[config.mk]
export PLATFORM = sky130hd
export DESIGN_NAME = nanorv32_flow_ctrl_p
export DESIGN_NICKNAME = d
export VERILOG_FILES = /design/src/rtl/nanorv32_flow_ctrl_p.sv
export SDC_FILE = /design/constraint.sdc
export NUM_CORES = 1
export LEC_CHECK = 0
export CORE_ASPECT_RATIO = 1.75
export CORE_MARGIN = 4
export CORE_UTILIZATION = 50
export CTS_CLUSTER_SIZE = 8
export DETAILED_ROUTE_END_ITERATION = 12
export PLACE_DENSITY = 0.75
export SYNTH_ARGS = -nofsm -noshare
export SYNTH_HDL_FRONTEND = slang
export SYNTH_SLANG_ARGS = --single-unit
[constraint.sdc]
create_clock -name clk -period 2 [get_ports clk]
set_input_delay 0.4 -clock clk [delete_from_list [all_inputs] [get_ports clk]]
set_output_delay 0.4 -clock clk [all_outputs]
set_load 0.02 [all_outputs]
[src/rtl/nanorv32_flow_ctrl_p.sv]
// nanorv32_flow_ctrl_p: pipeline flow-control state machine for the nanorv32 core.
// Sequences the post-reset stall, branch redirect, fetch stall and data-access
// wait states. It drives the pipeline stall and PC-select controls.
// A saturating timeout counter aborts a stuck data access with a one-cycle
// bus_timeout pulse.
// Optional feature: define NANORV32_FLOW_CTRL_IRQ_EN to add the irq_req/irq_ack
// interrupt-entry redirect.
// All outputs are combinational from the state, the counters and the inputs.

module nanorv32_flow_ctrl_p #(
    parameter int RESET_STALL_CYCLES = 1,
    parameter int DATA_TIMEOUT       = 16,
    parameter int PSTATE_W           = 3
) (
    input  logic                clk,
    input  logic                rst_n,
    input  logic                branch_taken,
    input  logic                datamem_read,
    input  logic                datamem_write,
    input  logic                hreadyd,
    input  logic                codeif_cpu_ready_r,
`ifdef NANORV32_FLOW_CTRL_IRQ_EN
    input  logic                irq_req,
    output logic                irq_ack,
`endif
    output logic                force_stall_pstate,
    output logic                force_stall_pstate2,
    output logic                force_stall_reset,
    output logic                output_new_pc,
    output logic                valid_inst,
    output logic                data_access_cycle,
    output logic                bus_timeout,
    output logic [PSTATE_W-1:0] pstate_r
);

    typedef enum logic [PSTATE_W-1:0] {
        ST_RESET  = PSTATE_W'(0),
        ST_CONT   = PSTATE_W'(1),
        ST_BRANCH = PSTATE_W'(2),
        ST_STALL  = PSTATE_W'(3),
        ST_WAITLD = PSTATE_W'(4)
    } state_t;

    // Terminal counter values. When the timeout is disabled, TO_LAST is never
    // consulted because TO_EN gates the comparison.
    localparam logic [7:0]  RST_LAST = 8'(RESET_STALL_CYCLES - 1);
    localparam logic [15:0] TO_LAST  = 16'(DATA_TIMEOUT - 1);
    localparam bit          TO_EN    = (DATA_TIMEOUT != 0);

    state_t      state_q, state_d;
    logic [7:0]  rst_cnt_q, rst_cnt_d;
    logic [15:0] to_cnt_q, to_cnt_d;
    logic        data_req;

    assign data_req = datamem_read | datamem_write;
    assign pstate_r = state_q;

    // State and counter registers; rst_n forces RESET with both counters cleared.
    always_ff @(posedge clk or negedge rst_n) begin
        if (!rst_n) begin
            state_q   <= ST_RESET;
            rst_cnt_q <= '0;
            to_cnt_q  <= '0;
        end else begin
            state_q   <= state_d;
            rst_cnt_q <= rst_cnt_d;
            to_cnt_q  <= to_cnt_d;
        end
    end

    // Next-state, counter updates and outputs, with the priorities of each state.
    always_comb begin
        state_d             = state_q;
        rst_cnt_d           = rst_cnt_q;
        to_cnt_d            = to_cnt_q;
        force_stall_pstate  = 1'b0;
        force_stall_pstate2 = 1'b0;
        force_stall_reset   = 1'b0;
        output_new_pc       = 1'b0;
        valid_inst          = 1'b1;
        data_access_cycle   = 1'b0;
        bus_timeout         = 1'b0;
`ifdef NANORV32_FLOW_CTRL_IRQ_EN
        irq_ack             = 1'b0;
`endif
        case (state_q)
            ST_RESET: begin
                force_stall_pstate  = 1'b1;
                force_stall_pstate2 = 1'b1;
                force_stall_reset   = 1'b1;
                valid_inst          = 1'b0;
                rst_cnt_d           = rst_cnt_q + 8'd1;
                if (rst_cnt_q == RST_LAST) begin
                    state_d = ST_CONT;
                end
            end
            ST_CONT: begin
                to_cnt_d = '0;
                if (branch_taken) begin
                    force_stall_pstate = 1'b1;
                    output_new_pc      = 1'b1;
                    state_d            = ST_BRANCH;
                end else if (data_req) begin
                    force_stall_pstate2 = 1'b1;
                    data_access_cycle   = 1'b1;
                    state_d             = ST_WAITLD;
                end
`ifdef NANORV32_FLOW_CTRL_IRQ_EN
                else if (irq_req) begin
                    irq_ack            = 1'b1;
                    output_new_pc      = 1'b1;
                    force_stall_pstate = 1'b1;
                    state_d            = ST_BRANCH;
                end
`endif
                else if (!codeif_cpu_ready_r) begin
                    valid_inst = 1'b0;
                    state_d    = ST_STALL;
                end
            end
            ST_BRANCH: begin
                output_new_pc = 1'b1;
                if (codeif_cpu_ready_r) begin
                    state_d = ST_CONT;
                end else begin
                    force_stall_pstate = 1'b1;
                end
            end
            ST_STALL: begin
                valid_inst = 1'b0;
                if (codeif_cpu_ready_r) begin
                    state_d = ST_CONT;
                end else begin
                    force_stall_pstate = 1'b1;
                end
            end
            ST_WAITLD: begin
                if (hreadyd) begin
                    to_cnt_d = '0;
                    if (data_req) begin
                        data_access_cycle   = 1'b1;
                        force_stall_pstate2 = 1'b1;
                    end else begin
                        state_d = ST_CONT;
                    end
                end else if (TO_EN && (to_cnt_q == TO_LAST)) begin
                    bus_timeout = 1'b1;
                    to_cnt_d    = '0;
                    state_d     = ST_CONT;
                end else begin
                    force_stall_pstate  = 1'b1;
                    force_stall_pstate2 = 1'b1;
                    if (to_cnt_q != 16'hFFFF) begin
                        to_cnt_d = to_cnt_q + 16'd1;
                    end
                end
            end
            default: begin
                to_cnt_d = '0;
                state_d  = ST_CONT;
            end
        endcase
    end

endmodule
==> reports/summary.txt, run 1 <==
=================================================================================
Share of the core filled with cells in the final layout                     75.6%
Routed wire per std cell                                                  17.9 µm
Transition time at the pin with the least slew margin                    0.395 ns
I/O pin total                                                                  17
Die W                                                                     50.7 µm
Post-synthesis simple-gate area fraction                                    28.0%
Count of vias placed by the detailed router                                 1,734
Fin crit share                                                               125%
Sequential cell area                                                      676 µm²
Largest family of logic cells by synthesized area                    simple AND/OR/NAND/NOR gates
Largest cells by area after synthesis                                sky130_fd_sc_hd__dfrtp_1 (42%), sky130_fd_sc_hd__nand2_1 (4.7%), sky130_fd_sc_hd__a21oi_1 (3.4%)
Total Negative Setup Slacks                                              -1.56 ns
Cell variety after synth                                                       43
Yosys Warn Count                                                                0
Maximum number of pins on one net before global-route repair                   28
Port buffer count                                                              16
Met3 usage in global routing                                                2.51%
CTS Hold Buffers Added                                                          0
Number of enable-type register cells in the synthesized netlist                 0
GR Layer Usage met2                                                         47.1%
Count of non-filler cells in the finished layout                              281
Final Setup Violations                                                          8
Met1 Resource Use GR                                                        27.2%
Complex-gate fraction of the synthesized area                               20.5%
Peak ir drop on the vdd network                                           1.09 mV
Total routing resource utilization after global routing                     25.4%
Top cell type's share of synthesized area                                   42.3%
Minimum hold slack                                                       0.480 ns
CTS sink cnt                                                                   27
Area leader, netlist                                                 sky130_fd_sc_hd__dfrtp_1
Post-route cell area                                                     2260 µm²
Synthesized area per cell                                                9.02 µm²
Area share of xor/xnor cells in the synthesized design                      3.84%
Total Nets Final                                                              250
Diode insertion count for antenna repair                                        0
Number of register bits inferred by synthesis                                  27
Kind of start point of the critical path                                     flop
Adder and majority cell fraction of the synthesized area                    2.35%
Drc violations                                                                  0
Hold/Removal Path Class                                               in -> async
Required time of the critical path                                        1.60 ns
Arrival time at the worst endpoint                                        2.11 ns
Share of the yosys chip area belonging to registers                         42.3%
Final WS setup                                                          -0.509 ns
Placed Area                                                              2090 µm²
CP cell instances                                                    or4_4, nor4_4, nor2_2, or3_4, buf_6
Cell Pwr Density                                                      1150 nW/µm²
Number of buffers inserted during clock tree synthesis                          3
Final weighted congestion in routability-driven placement                   0.858
Most frequent cell after synthesis                                   sky130_fd_sc_hd__dfrtp_1
Filler cells                                                                  217
Antenna violations before repair                                                0
Number of H-tree levels                                                         1
List of most frequent post-synthesis cells                           sky130_fd_sc_hd__dfrtp_1 (27), sky130_fd_sc_hd__nand2_1 (20), sky130_fd_sc_hd__a21oi_1 (11), sky130_fd_sc_hd__nand3_1 (11), sky130_fd_sc_hd__nor2_1 (11)
Total power                                                               2.61 mW
CTS clk-pin slew, worst paths                                             0.10 ns
Remaining antenna violation count                                               0
Mux cell area share after synthesis                                            0%
Worst Path Max Fanout                                                           2
Buffer depth of the longest clock path                                          2
Average via count per standard cell                                          6.17
GRT Max-Usage Layer                                                          met2
Number of instances in the placed design                                      270
Highest cell delay on the worst timing path                               0.57 ns
Pre-CTS setup slack                                                     -0.662 ns
Count of maximum capacitance violations                                         0
Failing checks                                                       setup timing
# rows                                                                         26
TritonCTS clock tree                                                        built
Fraction of final layout cells with drive strength greater than 1           31.8%
Type of destination of the critical path                              output port
Worst Clk Skew                                                         0.00587 ns
RSZ-0062 raised after global routing                                         true
Iter 0 DRT Violations                                                          88
Initial standard-cell utilization of the core                               53.3%
Total global routing overflow                                                   0
Leakage power                                                             1.05 nW
Fraction of registers with async set/reset                                   100%
Slew Limit Fails                                                                0
Via count of the first global-routing pass                                  1,793
Worst relative slew slack                                                   73.5%
Syn_nets                                                                      187
CTS root buffer                                                      sky130_fd_sc_hd__clkbuf_8
Routed WL                                                                 5.04 mm
Minimum clock period                                                      2.51 ns
Setup CP Type                                                          reg -> out
Maximum clock frequency                                                 0.399 GHz
Final HPWL DP                                                             3.57 mm
Drt pass-1 iters                                                                4
Final number of hold-violating endpoints                                        0
Most used flip-flop cell after synthesis                             sky130_fd_sc_hd__dfrtp_1
Die H                                                                     82.8 µm
Total area of multi-input combinational cells                             962 µm²
Synth Cell Area                                                          1600 µm²
Floorplan core area                                                      2990 µm²
Setup slack on the worst flop-to-flop path                               -0.08 ns
Outcome                                                              finished with violations
Clock latency of the later-clocked register in the worst-skew pair        0.28 ns
Post-synthesis instance total                                                 177
Slowest cell on the critical path                                    sky130_fd_sc_hd__or4_4
Global-route wire length before repair                                    8.04 mm
Area overhead of the layout relative to synthesis                           41.8%
Die outline area                                                         4200 µm²
=================================================================================
## kinds of logic after synthesis
kind of cell | after synthesis
adders and majority gates | 3
and+or+nand+nor | 81
xor gates and xnor gates | 7
DFF | 27
buffers and inverters | 10
AOI/OAI and AO/OA | 49
## final timing paths
check / startpoint / to / cells past startpoint
max: to_cnt_q[10]$_DFFE_PN0P_ / force_stall_pstate2 / 5
min: rst_n / to_cnt_q[15]$_DFFE_PN0P_ / 2
max reg2reg: pstate_r[0]$_DFFE_PN0P_ / to_cnt_q[13]$_DFFE_PN0P_ / 6
min reg2reg: rst_cnt_q[5]$_DFFE_PN0P_ / rst_cnt_q[5]$_DFFE_PN0P_ / 1
max in group asynchronous: rst_n / to_cnt_q[7]$_DFFE_PN0P_ / 2
min in group clk: rst_cnt_q[5]$_DFFE_PN0P_ / rst_cnt_q[5]$_DFFE_PN0P_ / 1
## worst max-delay path: cells and delay by family, from the launching register on
| kind | cells | cell delay, ns |
|---|---|---|
| buffers and inverters | 1 | 0.14 |
| flip-flops | 1 | 0.40 |
| AND/OR/NAND/NOR | 4 | 1.29 |
## state kept, by name, summed over array words and instances (netlist names)
| name | flops |
|---|---|
| to_cnt_q | 16 |
| rst_cnt_q | 8 |
| pstate_r | 3 |
## where the power goes
| group | internal (mW) | switching, mW | total (mW) | leakage, nW |
|---|---|---|---|---|
| Combinational | 0.703 | 0.781 | 1.48 | 0.661 |
| Sequential | 0.667 | 0.132 | 0.799 | 0.363 |
| Clock | 0.140 | 0.184 | 0.324 | 0.0255 |
## cell usage in the layout, fill, tap and decap left out, drive strengths merged, types with 4 or more instances in the layout
master,count
or4,5
o21ai,10
o211ai,5
and4,4
inv,5
nand2,20
nand2b,7
dfrtp,27
clkdlybuf4s50,7
a31oi,5
a21oi,11
nand3,11
nor3,7
xnor2,6
and3,4
buf,52
nor2,11
## cell type report
type	count	share of cell area, %
clock buffers	3	1.82
clock inverters	1	0.221
inverters	5	0.829
multi-input cells	140	42.5
well taps	42	2.32
repair buffers	63	22.4
flip-flops and latches	27	29.9
## metal layers
metal / routed length, µm / up-vias
met3: 189 / 13
met2: 2980 / 73
met5: 0 / -
li1: - / 787
met1: 1760 / 861
met4: 111 / 0
## timing repair
action | CTS | global route
pin swaps | 7 | 7
setup endpoints to repair | 11 | 19
setup buffers | 1 | 8
resized for setup | 36 | 12
No activity file was read; power rests on OpenSTA's default activity.
==> inputs of run 2 (changes only) <==
--- a/config.mk
+++ b/config.mk
@@ -5,11 +5,13 @@
 export SDC_FILE = /design/constraint.sdc
 export NUM_CORES = 1
 export LEC_CHECK = 0
-export CORE_ASPECT_RATIO = 1.75
+export ABC_CLOCK_PERIOD_IN_PS = 2000
+export CORE_ASPECT_RATIO = 0.7
 export CORE_MARGIN = 4
 export CORE_UTILIZATION = 50
 export CTS_CLUSTER_SIZE = 8
 export DETAILED_ROUTE_END_ITERATION = 12
+export GPL_TIMING_DRIVEN = 0
 export PLACE_DENSITY = 0.75
 export SYNTH_ARGS = -nofsm -noshare
 export SYNTH_HDL_FRONTEND = slang
==> run 2 against run 1 <==
- the flow still finishes with violations (setup timing)
- critical path depth unchanged
- clock skew is 0.0035 ns lower
- largest cell class unchanged
- cell count shrank 10%
- clock power is essentially flat
- sequential share of layout area up 1.5 points
- die area decreased by 0.51%
==> reports/summary.txt, run 2 (synthesis results as in run 1) <==
=================================================================================
Leakage power                                                            0.949 nW
Most common cell after layout, fill and taps aside                   sky130_fd_sc_hd__dfrtp_1
Total Negative Setup Slacks                                              -1.94 ns
Filler cells                                                                  195
Worst relative slew slack                                                   59.3%
Setup slack on the worst flop-to-flop path                               -0.12 ns
Transition time at the pin with the least slew margin                    0.610 ns
Cell Pwr Density                                                      1150 nW/µm²
CTS sink cnt                                                                   27
I/O pin total                                                                  17
Failing checks                                                       setup timing
Kind of start point of the critical path                                     flop
Worst Path Max Fanout                                                           3
Drt pass-1 iters                                                                4
Largest delay contributor family on the critical path                simple AND/OR/NAND/NOR gates
Routed WL                                                                 4.65 mm
Initial standard-cell utilization of the core                               54.6%
Minimum hold slack                                                       0.115 ns
Iter 0 DRT Violations                                                         157
Clock latency of the later-clocked register in the worst-skew pair        0.28 ns
Final HPWL DP                                                             2.63 mm
Die H                                                                     55.3 µm
Count of maximum capacitance violations                                         0
Number of flip-flops in the largest register                                   16
Buf/Inv on CP                                                                   1
Antenna violations before repair                                                0
Floorplan core area                                                      2920 µm²
Number of H-tree levels                                                         1
Sequential cell area                                                      679 µm²
Highest cell delay on the worst timing path                               0.57 ns
Fin crit share                                                               128%
CTS root buffer                                                      sky130_fd_sc_hd__clkbuf_8
Final WS setup                                                          -0.556 ns
Area overhead of the layout relative to synthesis                           35.7%
Worst flop-to-flop path endpoint                                     to_cnt_q[8]$_DFFE_PN0P_
Total Nets Final                                                              227
Hold/Removal Path Class                                               in -> async
Reg-to-reg critical path startpoint                                  to_cnt_q[7]$_DFFE_PN0P_
Count of vias placed by the detailed router                                 1,595
Final Setup Violations                                                         14
Die W                                                                     75.5 µm
Diode insertion count for antenna repair                                        0
Final weighted congestion in routability-driven placement                   0.898
Average via count per standard cell                                          6.33
Global-route wire length before repair                                    6.76 mm
Peak ir drop on the vdd network                                          0.880 mV
Minimum clock period                                                      2.56 ns
Arrival time at the worst endpoint                                        2.16 ns
Required time of the critical path                                        1.60 ns
Final number of hold-violating endpoints                                        0
Setup CP Type                                                          reg -> out
CTS clk-pin slew, worst paths                                             0.10 ns
TritonCTS clock tree                                                        built
Slowest cell on the critical path                                    sky130_fd_sc_hd__or4_4
CP cell instances                                                    or4_4, nor4_4, nor2_2, or3_4, buf_6
Pre-CTS setup slack                                                     -0.746 ns
Number of buffers inserted during clock tree synthesis                          3
Remaining antenna violation count                                               0
Register name with the most flops                                        to_cnt_q
Type of destination of the critical path                              output port
Outcome                                                              finished with violations
Most used cells in the layout excluding fill and tap cells           sky130_fd_sc_hd__dfrtp_1 (24), sky130_fd_sc_hd__nand2_1 (19), sky130_fd_sc_hd__buf_4 (18)
Routed wire per std cell                                                  18.4 µm
Via count of the first global-routing pass                                  1,482
Maximum clock frequency                                                 0.391 GHz
Drc violations                                                                  0
R2R depth                                                                       7
CTS Hold Buffers Added                                                          0
Slew Limit Fails                                                                0
Port buffer count                                                              16
Maximum number of pins on one net before global-route repair                   28
RSZ-0062 raised after global routing                                         true
Total global routing overflow                                                   0
Fraction of final layout cells with drive strength greater than 1           30.1%
Buffer depth of the longest clock path                                          2
Total area of multi-input combinational cells                            1010 µm²
# rows                                                                         16
Worst Clk Skew                                                         0.00240 ns
Die outline area                                                         4180 µm²
Total routing resource utilization after global routing                     20.1%
=================================================================================
-- run 2: changes by cell type in the layout (fill, tap and decap cells not counted), sizes merged --
cell / before / now
dlygate4sd2: 3 / 1
clkbuf: 3 / 8
dlymetal6s2s: 1 / 2
clkdlybuf4s15: 0 / 1
clkdlybuf4s50: 7 / 5
buf: 52 / 26
-- run 2: worst max path at each step --
stage / cells after the start / to / start
after floorplan: 4 / force_stall_pstate2 / to_cnt_q[12]$_DFFE_PN0P_
after global placement: 5 / force_stall_pstate2 / to_cnt_q[4]$_DFFE_PN0P_
after detailed placement: 5 / force_stall_pstate2 / to_cnt_q[4]$_DFFE_PN0P_
after CTS: 5 / force_stall_pstate2 / to_cnt_q[8]$_DFFE_PN0P_
after global routing: 5 / force_stall_pstate2 / to_cnt_q[7]$_DFFE_PN0P_
final: 5 / force_stall_pstate2 / to_cnt_q[7]$_DFFE_PN0P_
-- run 2: worst reg2reg max path, cell delays in order, from the launching register on --
cell	delay, ns
sky130_fd_sc_hd__dfrtp_2	0.43
sky130_fd_sc_hd__or4_4	0.57
sky130_fd_sc_hd__nor4_4	0.33
sky130_fd_sc_hd__or2_4	0.20
sky130_fd_sc_hd__buf_6	0.12
sky130_fd_sc_hd__buf_8	0.11
sky130_fd_sc_hd__o31ai_2	0.07
sky130_fd_sc_hd__a31o_1	0.19
-- run 2: what timing repair did --
item	CTS	global route
buffers inserted	10	11
resized for setup	45	30
gates cloned	0	1
pin swaps	6	7
setup endpoints to repair	19	18
-- run 2: metrics by stage --
step	cell area, µm²	std cells	power, mW	utilization, %
after floorplan	1610	177	1.55	-
after CTS	1980	241	2.34	67.6
after global placement	1820	229	1.94	62.1
after detailed placement	1820	229	1.96	62.1
after global routing	2170	252	2.65	74.1
final	2170	252	2.49	74.1
-- run 2: metal layers --
| layer | global-route usage, % | vias up | wire [µm] |
|---|---|---|---|
| met2 | 27.6 | 87 | 2200 |
| li1 | - | 742 | - |
| met5 | 0 | - | 0 |
| met4 | 4.49 | 0 | 52 |
| met1 | 30.8 | 756 | 1970 |
| met3 | 5.80 | 10 | 424 |
-- run 2: report_power, final --
part | switching (mW) | internal (mW)
logic | 0.731 | 0.605
registers | 0.158 | 0.670
clock network | 0.183 | 0.140
total | 1.07 | 1.42
-- run 2: cell type report --
type,count,area share (%)
multi-input cells,140,46.6
flip-flops and latches,27,31.4
repair buffers,36,15.6
well taps,36,2.08
clock buffers,3,1.91
plain buffers,4,1.33
inverters,5,0.866
clock inverters,1,0.231
